--- config.mk ---
export PLATFORM = sky130hd
export DESIGN_NAME = delay_interval_meter
export DESIGN_NICKNAME = d
export VERILOG_FILES = /design/src/rtl/delay_interval_meter.sv
export SDC_FILE = /design/constraint.sdc
export NUM_CORES = 1
export LEC_CHECK = 0
export ABC_AREA = 1
export CAP_MARGIN = 25
export CORE_ASPECT_RATIO = 0.75
export CORE_MARGIN = 4
export CORE_UTILIZATION = 24
export DETAILED_ROUTE_END_ITERATION = 6
export SLEW_MARGIN = 20
export SYNTH_ARGS = -nofsm -noshare
export SYNTH_HDL_FRONTEND = slang
export SYNTH_SLANG_ARGS = --single-unit
export TNS_END_PERCENT = 50
--- constraint.sdc ---
create_clock -name iCLOCK50 -period 1.6 [get_ports iCLOCK50]
set_input_delay 0.32 -clock iCLOCK50 [delete_from_list [all_inputs] [get_ports iCLOCK50]]
set_output_delay 0.32 -clock iCLOCK50 [all_outputs]
set_load 0.03 [all_outputs]
--- src/rtl/delay_interval_meter.sv ---
// ============================================================================
// Module   : delay_interval_meter
// Purpose  : Measures start-to-stop delay in prescaled ticks, with timeout.
// Revision : 1.0 - initial release
// ============================================================================
`default_nettype none

module delay_interval_meter #(
  parameter int TICK_CYCLES   = 2500000,
  parameter int PRE_W         = 22,
  parameter int COUNT_W       = 8,
  parameter int TIMEOUT_TICKS = 16
) (
  input  logic               iCLOCK50,
  input  logic               iRST_N,
  input  logic               iSTART,
  input  logic               iSTOP,
  input  logic               iCLEAR,
  output logic               oBUSY,
  output logic               oDONE,
  output logic               oVALID,
  output logic               oTIMEOUT,
  output logic [COUNT_W-1:0] oTICKS
);

  typedef enum logic [0:0] {
    IDLE = 1'b0,
    RUN  = 1'b1
  } state_t;

  localparam logic [PRE_W-1:0]   C_PRE_LAST = PRE_W'(TICK_CYCLES - 1);
  localparam logic [COUNT_W-1:0] C_TIMEOUT  = COUNT_W'(TIMEOUT_TICKS);

  state_t             state_q, state_d;
  logic [PRE_W-1:0]   pre_q, pre_d;
  logic [COUNT_W-1:0] count_q, count_d;
  logic               start_prev_q, start_prev_d;
  logic               stop_prev_q, stop_prev_d;
  logic               busy_q, busy_d;
  logic               done_q, done_d;
  logic               valid_q, valid_d;
  logic               timeout_q, timeout_d;
  logic [COUNT_W-1:0] ticks_q, ticks_d;

  logic               start_edge;
  logic               stop_edge;
  logic               tick;
  logic [COUNT_W-1:0] count_inc;

  assign start_edge = iSTART & ~start_prev_q;
  assign stop_edge  = iSTOP & ~stop_prev_q;
  assign tick       = (state_q == RUN) && (pre_q == C_PRE_LAST);
  assign count_inc  = count_q + 1'b1;

  // Priority: clear, then start (arm/re-arm), then stop, then tick/timeout.
  always_comb begin
    state_d      = state_q;
    pre_d        = pre_q;
    count_d      = count_q;
    start_prev_d = iSTART;
    stop_prev_d  = iSTOP;
    busy_d       = busy_q;
    done_d       = 1'b0;
    valid_d      = valid_q;
    timeout_d    = timeout_q;
    ticks_d      = ticks_q;

    if (iCLEAR) begin
      state_d   = IDLE;
      pre_d     = '0;
      count_d   = '0;
      busy_d    = 1'b0;
      valid_d   = 1'b0;
      timeout_d = 1'b0;
      ticks_d   = '0;
    end else if (start_edge) begin
      state_d   = RUN;
      pre_d     = '0;
      count_d   = '0;
      busy_d    = 1'b1;
      valid_d   = 1'b0;
      timeout_d = 1'b0;
      ticks_d   = '0;
    end else if (state_q == RUN) begin
      if (stop_edge) begin
        // Stop beats a coincident tick, so the pre-increment count is reported.
        state_d = IDLE;
        busy_d  = 1'b0;
        done_d  = 1'b1;
        valid_d = 1'b1;
        ticks_d = count_q;
      end else if (tick) begin
        pre_d   = '0;
        count_d = count_inc;
        if (count_inc == C_TIMEOUT) begin
          state_d   = IDLE;
          busy_d    = 1'b0;
          done_d    = 1'b1;
          valid_d   = 1'b0;
          timeout_d = 1'b1;
          ticks_d   = C_TIMEOUT;
        end
      end else begin
        pre_d = pre_q + 1'b1;
      end
    end
  end

  always_ff @(posedge iCLOCK50 or negedge iRST_N) begin
    if (!iRST_N) begin
      state_q      <= IDLE;
      pre_q        <= '0;
      count_q      <= '0;
      start_prev_q <= 1'b0;
      stop_prev_q  <= 1'b0;
      busy_q       <= 1'b0;
      done_q       <= 1'b0;
      valid_q      <= 1'b0;
      timeout_q    <= 1'b0;
      ticks_q      <= '0;
    end else begin
      state_q      <= state_d;
      pre_q        <= pre_d;
      count_q      <= count_d;
      start_prev_q <= start_prev_d;
      stop_prev_q  <= stop_prev_d;
      busy_q       <= busy_d;
      done_q       <= done_d;
      valid_q      <= valid_d;
      timeout_q    <= timeout_d;
      ticks_q      <= ticks_d;
    end
  end

  assign oBUSY    = busy_q;
  assign oDONE    = done_q;
  assign oVALID   = valid_q;
  assign oTIMEOUT = timeout_q;
  assign oTICKS   = ticks_q;

endmodule

`default_nettype wire

==> impl_metrics.py <==
metrics = {
    "die": {
        "dieArea_mm2": 0.01163,
        "rows": 31,
        "core_mm2": 0.009697,
        "die-width_um": 123.2,
        "io_pins": 17,
        "die_height_um": 94.42,
        "initial_core_util_pct": 24.65,
    },
    "cells_and_area": {
        "mostFrequentLayoutCells": "87 x nand2_1, 51 x buf_4, 42 x dfrtp_1",
        "seq_area_mm2": 0.001130,
        "fin_util_pct": 36.41,
        "n_antenna_cell": 0,
        "finalNetCount": 403,
        "final_common_cell": "nand2_1",
        "area_growth_pct": 47.75,
        "design_area_mm2": 0.003531,
        "layout-drive-gt1-share_pct": 30.38,
        "num-fill-cells": 1012,
        "multi_input_area_mm2": 0.001303,
        "finalNonFillerCells": 527,
    },
    "logic_synthesis": {
        "yosysSeqAreaShare_pct": 47.12,
        "synth-simple-area-share_pct": 35.55,
        "ys_types": 30,
        "avgSynthCellArea_um2": 7.539,
        "muxShareOfSynthArea_pct": 0,
        "yosysWarnings": 0,
        "synth_compound_area_share_pct": 4.712,
        "synthAdderAreaFrac_pct": 1.571,
        "syn_area_mm2": 0.002390,
        "synth_top_family_by_area": "simple AND/OR/NAND/NOR gates",
        "synth-xor-area-share_pct": 3.298,
        "synthCells": 317,
        "ys_ff_latch": 45,
        "synth_nets": 325,
    },
    "critical_path": {
        "cp_data_arrival_time_ns": 1.92,
        "cpPeakStageDelay_ns": 0.39,
        "start_kind": "register",
        "worstPathRequired_ns": 1.81,
        "path_class": "reg2reg",
        "critical_path.most_common_cell": "nand2_1",
        "cp_max_fo": 8,
        "slowest_stage": "dfrtp_1",
        "worstPathCellList": "ha_4 > nand2_4 > nor2_2 > inv_1 > nor2_1 > nand4_1 > nand2_1 > nand2_2 > buf_6 > nor2_8 > nand2_1 > nand2_1",
        "cp-end-kind": "register",
    },
    "sta": {
        "setup_violations": 32,
        "whs_ns": 0.01245,
        "setup_tns_ns": -1.733,
        "final_max_slew_viol_count": 0,
        "period_share_pct": 106.4,
        "skew_ns": 0.009562,
        "relSlewSlack_pct": 75.24,
        "timing.fmax_mhz": 587.4,
        "min_period_ns": 1.703,
        "worstMarginPinSlew_ns": 0.3680,
        "final-hold-violation-count": 0,
        "rsz0062_at_grt": "true",
        "fin_ws_ns": -0.1025,
    },
    "power": {
        "p_leak_nw": 1.771,
        "power_mw": 2.840,
        "powerDensity_mw_per_mm2": 804.2,
        "seqPwrFrac_pct": 43.5,
        "internal_power_mw": 2.140,
        "switching_share_pct": 24.63,
        "combPwrFrac_pct": 16.5,
        "p_switching_uw": 699.4,
        "irDropWorstVdd_mv": 0.5000,
        "pwr-share-clk_pct": 40.0,
    },
    "detailed_routing": {
        "remaining_drc_errors": 0,
        "drt_pass1_iterations": 4,
        "vias": 2234,
        "drt.antenna.violating_nets": 0,
        "routed_wl_um": 6176,
        "drtIter0Drc": 158,
        "vias_per_cell": 4.239,
        "avgRoutedWirePerCell_um": 11.72,
    },
    "placement": {
        "dpl_cell_area_mm2": 0.003089,
        "io_buffers": 16,
        "post-place-ws_ns": -0.3842,
        "placedCellCount": 512,
        "hpwl_um": 4379,
        "gp_congestion": 0.8353,
    },
    "clock_tree": {
        "cts_tree": "built",
        "clock_path_buffers": 2,
        "numCtsBuffers": 5,
        "clkTransAtPathRegs_ns": 0.06,
        "cts_max_level": 2,
        "cts.sinks": 45,
        "clockRootBuffer": "clkbuf_16",
        "clock_latency_ns": 0.28,
    },
    "global_routing": {
        "grt_pass1_wl_um": 10270,
        "grt_max_degree": 46,
        "antenna_found_initial": 0,
        "gr-total-overflow": 0,
        "grt_pass1_vias": 2189,
        "grt_usage_pct": 10.87,
    },
    "flow_run": {
        "cap_viol_max_count": 0,
    },
    "worst_hold_path": {
        "hp-class": "in2async",
    },
    "run_status": {
        "failed_checks": "negative setup slack",
        "status": "complete, but fails checks",
    },
}
-- state kept, by name (all words and copies together) (netlist names) --
name          count
start_prev_q      1
count_q           8
oBUSY             1
stop_prev_q       1
oVALID            1
oDONE             1
pre_q            22
oTIMEOUT          1
oTICKS            8
state_q           1
-- power groups by stage --
stage | combinational [mW] | clock (mW) | sequential [mW]
finish | 0.469 | 1.14 | 1.23
global route | 0.516 | 1.22 | 1.24
CTS | 0.409 | 1.16 | 1.22
detailed placement | 0.356 | 0 | 1.24
global placement | 0.355 | 0 | 1.23
floorplan | 0.147 | 0 | 1.26
-- cells in the mapped netlist --
master	n	area (um^2)
nand2_1	107	401.6
o211a_1	1	10.01
inv_1	40	150.1
nand3_1	17	85.08
nand2_2	1	6.260
nand3b_1	3	22.52
o21ai_0	10	50.05
buf_6	1	11.26
a21oi_1	5	25.02
a21o_1	1	7.510
o21ai_1	1	5.000
xnor2_1	2	17.52
nor3_1	4	20.02
nor2_4	2	22.52
xor2_1	7	61.31
nor4_1	1	6.260
nor2_8	1	20.02
ha_1	3	37.54
inv_2	1	3.750
and2_1	1	6.260
o21bai_1	1	7.510
or2_1	1	6.260
buf_4	2	15.01
nand4_1	12	75.07
nor2_1	43	161.4
nand3_2	1	10.01
o21a_1	1	7.510
dfrtp_1	45	1126
buf_2	1	5.000
nor2_2	1	6.260
-- logic make-up after synthesis --
group	count (synthesis)
buf+inv	45
flops	45
compound gates	20
simple gates	195
xor+xnor	9
fa+ha+maj	3
-- area by class of cell --
type,count,area share [%]
clock inverters,2,0.9922
inverters,41,4.359
multi-input cells,228,36.89
clock buffers,5,3.544
repair buffers,74,17.54
well taps,132,4.678
flip-flops and latches,45,32.00
-- per-layer routing --
metal / GRT usage (%) / routed length, um
met5: 0 / 0
met4: 1.935 / 48
met3: 1.737 / 219
met2: 17.37 / 2817
met1: 15.69 / 3089
-- critical path: cells and delay by family, from the launching register on --
family,cells,cell delay (ns)
flip-flops,1,0.39
buffers and inverters,2,0.19
adder cells (fa/ha/maj),1,0.17
AND/OR/NAND/NOR,9,0.87
-- worst paths after layout --
| path | from | end | slack (ns) | depth (start not counted) |
|---|---|---|---|---|
| worst max-delay path | pre_q[0] | count_q[1] | -0.10 | 12 |
| worst min-delay path | iRST_N | pre_q[9] | 0.01 | 2 |
| worst max register to register | pre_q[0] | count_q[1] | -0.10 | 12 |
| worst min register to register | oTICKS[6] | oTICKS[6] | 0.47 | 2 |
| max in group asynchronous | iRST_N | count_q[3] | 1.35 | 2 |
| min in group iCLOCK50 | iSTART | start_prev_q | 0.30 | 1 |
-- timing repair --
action	in CTS	in global routing
endpoints found under the setup margin	45	44
gates resized for setup	37	47
pin swaps	16	26
gates cloned	1	0
buffers inserted	3	4
endpoints found under the hold margin	0	0
hold buffers	0	0
(Power assumes the default switching activity.)
